===== src/rtl/div_unit.sv =====
// div_unit: multi-cycle 32-bit restoring divider for DIV/DIVU/REM/REMU.
// Iterates one quotient bit per cycle. Results are registered and announced by a
// one-cycle div_ready pulse. busy holds the pipeline while an operation is in flight.
//
// Ports:
//   clk       in   rising-edge clock
//   rst       in   asynchronous active-high reset
//   start     in   request a new division (sampled in IDLE or DONE only)
//   op        in   2'b00 DIV, 2'b01 DIVU, 2'b10 REM, 2'b11 REMU (funct3[1:0])
//   a, b      in   dividend (rs1) and divisor (rs2)
//   flush     in   synchronous abort; wins over start
//   divres    out  registered result, held until the next completed operation
//   div_ready out  one-cycle pulse marking divres valid
//   busy      out  high in PREP and CALC
module div_unit (
    input  logic        clk,
    input  logic        rst,
    input  logic        start,
    input  logic [1:0]  op,
    input  logic [31:0] a,
    input  logic [31:0] b,
    input  logic        flush,
    output logic [31:0] divres,
    output logic        div_ready,
    output logic        busy
);

    typedef enum logic [1:0] {StIdle, StPrep, StCalc, StDone} state_e;

    state_e      state_q;
    logic [31:0] a_q;
    logic [31:0] b_q;      // raw divisor after capture, |b| once PREP completes
    logic [1:0]  op_q;
    logic [31:0] rem_q;
    logic [31:0] quo_q;
    logic [4:0]  cnt_q;
    logic        qneg_q;
    logic        rneg_q;

    // Operand preparation (valid while in PREP)
    logic        a_neg, b_neg;
    logic [31:0] abs_a, abs_b;
    logic        div_zero, sgn_ovf;
    logic [31:0] special_res;

    // One restoring step plus the final sign fix-up (valid while in CALC)
    logic [32:0] trial;
    logic        fits;
    logic [31:0] rem_nxt, quo_nxt;
    logic [31:0] q_fin, r_fin, fin_res;

    always_comb begin
        a_neg    = ~op_q[0] & a_q[31];
        b_neg    = ~op_q[0] & b_q[31];
        abs_a    = a_neg ? (32'd0 - a_q) : a_q;
        abs_b    = b_neg ? (32'd0 - b_q) : b_q;
        div_zero = (b_q == 32'd0);
        sgn_ovf  = ~op_q[0] & (a_q == 32'h8000_0000) & (b_q == 32'hFFFF_FFFF);
        if (div_zero) begin
            special_res = op_q[1] ? a_q : 32'hFFFF_FFFF;
        end else begin
            special_res = op_q[1] ? 32'd0 : 32'h8000_0000;
        end

        // The shifted partial remainder is 33 bits wide: rem_q[31] is kept as the
        // trial's top bit so divisors >= 2^31 (DIVU/REMU) still divide correctly.
        trial   = {rem_q, quo_q[31]} - {1'b0, b_q};
        fits    = ~trial[32];
        rem_nxt = fits ? trial[31:0] : {rem_q[30:0], quo_q[31]};
        quo_nxt = {quo_q[30:0], fits};

        q_fin   = qneg_q ? (32'd0 - quo_nxt) : quo_nxt;
        r_fin   = rneg_q ? (32'd0 - rem_nxt) : rem_nxt;
        fin_res = op_q[1] ? r_fin : q_fin;
    end

    always_ff @(posedge clk or posedge rst) begin
        if (rst) begin
            state_q   <= StIdle;
            a_q       <= 32'd0;
            b_q       <= 32'd0;
            op_q      <= 2'd0;
            rem_q     <= 32'd0;
            quo_q     <= 32'd0;
            cnt_q     <= 5'd0;
            qneg_q    <= 1'b0;
            rneg_q    <= 1'b0;
            divres    <= 32'd0;
            div_ready <= 1'b0;
            busy      <= 1'b0;
        end else begin
            div_ready <= 1'b0;
            if (flush) begin
                state_q <= StIdle;
                busy    <= 1'b0;
            end else begin
                unique case (state_q)
                    StIdle, StDone: begin
                        if (start) begin
                            a_q     <= a;
                            b_q     <= b;
                            op_q    <= op;
                            state_q <= StPrep;
                            busy    <= 1'b1;
                        end else begin
                            state_q <= StIdle;
                            busy    <= 1'b0;
                        end
                    end
                    StPrep: begin
                        if (div_zero || sgn_ovf) begin
                            divres    <= special_res;
                            div_ready <= 1'b1;
                            state_q   <= StDone;
                            busy      <= 1'b0;
                        end else begin
                            qneg_q  <= a_neg ^ b_neg;
                            rneg_q  <= a_neg;
                            b_q     <= abs_b;
                            rem_q   <= 32'd0;
                            quo_q   <= abs_a;
                            cnt_q   <= 5'd31;
                            state_q <= StCalc;
                        end
                    end
                    StCalc: begin
                        rem_q <= rem_nxt;
                        quo_q <= quo_nxt;
                        cnt_q <= cnt_q - 5'd1;
                        // Last iteration: publish the sign-corrected result directly
                        if (cnt_q == 5'd0) begin
                            divres    <= fin_res;
                            div_ready <= 1'b1;
                            state_q   <= StDone;
                            busy      <= 1'b0;
                        end
                    end
                    default: state_q <= StIdle;
                endcase
            end
        end
    end

endmodule

===== config.mk =====
export PLATFORM = sky130hd
export DESIGN_NAME = div_unit
export DESIGN_NICKNAME = d
export VERILOG_FILES = /design/src/rtl/div_unit.sv
export SDC_FILE = /design/constraint.sdc
export NUM_CORES = 1
export LEC_CHECK = 0
export BUFFER_PORTS_ARGS = -buffer_cell sky130_fd_sc_hd__buf_2
export CAP_MARGIN = 15
export CORE_MARGIN = 3
export CORE_UTILIZATION = 45
export DETAILED_ROUTE_END_ITERATION = 16
export PLACE_DENSITY = 0.59
export REMOVE_ABC_BUFFERS = 1
export SETUP_SLACK_MARGIN = 0.15
export SKIP_LAST_GASP = 1
export SLEW_MARGIN = 10
export SYNTH_ARGS = -nofsm -noshare
export SYNTH_HDL_FRONTEND = slang
export SYNTH_SLANG_ARGS = --single-unit

===== constraint.sdc =====
create_clock -name clk -period 8.2 [get_ports clk]
set_input_delay 1.23 -clock clk [delete_from_list [all_inputs] [get_ports clk]]
set_output_delay 1.23 -clock clk [all_outputs]
set_load 0.05 [all_outputs]

==> flow_summary.json <==
{
  "synth-edff-count": 0,
  "worst-setup-path-type": "flip-flop to flip-flop",
  "intPower_mw": 2.90,
  "synthesis.instances": 1691,
  "dp_slack_ns": 2.81,
  "synth.yosys.seq_area_share_pct": 32.0,
  "ys_types": 98,
  "maxSlewHeadroom_pct": 27.6,
  "globalRouteOverflowTotal": 0,
  "worst_slack_ns": 2.63,
  "fp.dieW_um": 180,
  "clkPwrFrac_pct": 14.4,
  "ys_warn_count": 0,
  "postLayoutCoreUtil_pct": 51.1,
  "viasPerCell": 6.12,
  "cp.arrival_ns": 5.89,
  "irDropWorstVdd_v": 0.000288,
  "crit_path_end_kind": "flip-flop",
  "antenna_cells": 0,
  "drt-total-wl_um": 42700,
  "postCtsSetupBuffers": 0,
  "post_drt_wl_per_cell_um": 20.1,
  "rsz0062_at_grt": "no",
  "dpl.hpwl_um": 31600,
  "finClkSkew_ns": 0.0135,
  "worst_pin_slew_ns": 1.08,
  "die_area_um2": 32200,
  "power-per-cell-area_nw_per_um2": 401,
  "antenna_found_initial": 0,
  "setup_tns_ns": 0,
  "clockRootBuffer": "clkbuf_16",
  "grt_max_degree": 79,
  "drive_above_1_share_pct": 14.1,
  "hold_viol": 0,
  "power_frac_seq_pct": 27.7,
  "final_cell_count_no_fill": 2127,
  "period_needed_ns": 5.57,
  "fp.dieH_um": 180,
  "antenna_left": 0,
  "combPwrFrac_pct": 57.9,
  "row_count": 62,
  "synth-async-reset-ratio_pct": 100,
  "min_period_over_period_pct": 67.9,
  "area_growth_pct": 10.0,
  "worstPathRequired_ns": 8.52,
  "drt_iter0_markers": 1276,
  "clock-sinks": 173,
  "switching_share_pct": 51.5,
  "cp_max_fo": 11,
  "dp.cells": 2094,
  "syn_area_um2": 13500,
  "numCtsBuffers": 17,
  "slew_viol_final": 0,
  "drc": 0,
  "p_leak_nw": 6.18,
  "grt_pass1_wl_um": 68300,
  "io_pins": 104,
  "coreArea_um2": 29200,
  "critPathLaunchType": "flip-flop",
  "holdBufCountCts": 0,
  "port_buffers": 103,
  "vias": 13000,
  "place_congestion": 0.936,
  "status": "complete, no violations",
  "cts_tree": "built",
  "fmax_mhz": 180,
  "gr-usage-all-layers_pct": 25.8,
  "clk_pin_slew_ns": 0.07,
  "h-tree-depth": 4,
  "cts_max_path_buffers": 2,
  "worstHoldPathType": "flip-flop to flip-flop",
  "cts_resized": 0,
  "insertion_delay_ns": 0.45,
  "cap_violations": 0,
  "initial_core_util_pct": 46.5,
  "p_switching_mw": 3.08,
  "first_pass_iters": 5,
  "grt_pass1_vias": 12200,
  "syn_area_per_cell_um2": 8.01,
  "ys_ff_latch": 173,
  "synth_flop_cell": "dfrtp_1",
  "finalSetupViolations": 0,
  "final_nets": 1842
}
worst paths after layout:
check	startpoint	end	slack [ns]	depth (start not counted)
setup / recovery	quo_q[31]	divres[28]	2.63	21
hold / removal	divres[1]	divres[1]	0.48	2
setup reg to reg	quo_q[31]	divres[28]	2.63	21
hold reg to reg	divres[1]	divres[1]	0.48	2
max in group asynchronous	rst	divres[24]	5.40	4
min in group asynchronous	rst	b_q[6]	0.92	2
routing by layer:
metal | wire length [µm] | GRT usage, % | vias up
li1 | - | - | 6278
met4 | 540 | 5.26 | 0
met1 | 19500 | 37.1 | 6297
met2 | 20100 | 42.2 | 410
met3 | 2490 | 3.21 | 38
met5 | 0 | 0 | -
power by group through the flow:
| stage | logic (mW) | registers (mW) | clock network [mW] |
|---|---|---|---|
| floorplan | 2.30 | 1.82 | 0 |
| global placement | 3.40 | 1.66 | 0 |
| detailed placement | 3.44 | 1.66 | 0 |
| CTS | 3.45 | 1.65 | 0.876 |
| global route | 3.83 | 1.71 | 0.908 |
| finish | 3.46 | 1.66 | 0.858 |
synth_stat cells (all sizes together), types with 15 or more instances:
cell	count	area (µm²)
a211oi	21	180
a21oi	143	731
nand2	193	724
o21ai	156	781
a31oi	32	206
xnor2	57	499
clkbuf	70	263
o31ai	44	344
o211ai	23	173
o21a	16	120
or3	20	130
o22ai	25	156
nand3	58	295
nor2	140	528
buf	34	173
ha	41	513
inv	67	251
nor4	15	124
xor2	37	324
dfrtp	173	4330
mux2i	20	200
mux2	48	541
nand4	26	163
nor3	50	260
registers in the layout (all words and copies together), names as in the netlist, 2 cells and up:
register  flops
a_q          32
b_q          32
rem_q        32
cnt_q         5
op_q          2
divres       32
state_q       2
quo_q        32
cells by family after synthesis:
group | Yosys count | share of synthesized area [%]
AND/OR/NAND/NOR | 585 | 20.9
AO/OA/AOI/OAI | 556 | 26.6
buffers and inverters | 173 | 5.13
flip-flops | 173 | 32.0
XOR/XNOR | 94 | 6.08
multiplexers | 68 | 5.47
adder cells (fa/ha/maj) | 42 | 3.93
cell type report:
class | instances | area [µm²]
clock buffer | 19 | 443
timing repair buffer | 124 | 673
tap | 384 | 480
fill | 2883 | 14300
multi-input combinational | 1345 | 8560
inverter | 69 | 264
sequential | 173 | 4330
clock inverter | 13 | 154
critical path, stage by stage (launching register included):
cell and delay [ns]:
dfrtp_1 0.39, inv_1 0.06, ha_1 0.22, fa_1 0.44, and2b_2 0.28, o2111ai_4 0.19, a211o_1 0.43, a211oi_2 0.30
a21o_1 0.48, nor2_4 0.08, inv_2 0.10, nor2_1 0.04, a21oi_1 0.22, ha_1 0.25, nand2_1 0.06, nor4_1 0.25
nor2b_1 0.41, nand3_2 0.18, o31ai_4 0.39, a311oi_1 0.16, a2111oi_1 0.38, o21ai_1 0.12
cell usage in the layout, fill, tap and decap left out, drive strengths merged, types with 7 or more instances in the layout:
cell type and count:
o41ai 10, or4 11, a211oi 21, nor4 15, o211ai 23, and2 7
dfrtp 173, a21oi 143, inv 73, nand3b 7, nor2 140, o31ai 44
nand3 58, clkbuf 19, mux2i 20, xor2 37, nor3 50, a31oi 32
or3 20, buf 124, and3 12, o21a 16, a21o 14, ha 41
or2 7, o22ai 25, xnor2 57, nand2 193, mux2 48, nand4 26
o21ai 156, nand2b 14
metrics by stage:
step	hold slack [ns]	area, µm²	power [mW]
2_1_floorplan	0.463	13100	4.12
3_3_place_gp	0.464	14300	5.05
3_5_place_dp	0.470	14300	5.10
4_1_cts	0.491	14900	5.98
5_1_grt	0.517	14900	6.45
6_report	0.482	14900	5.98
Power figures use the tool's default switching activity.
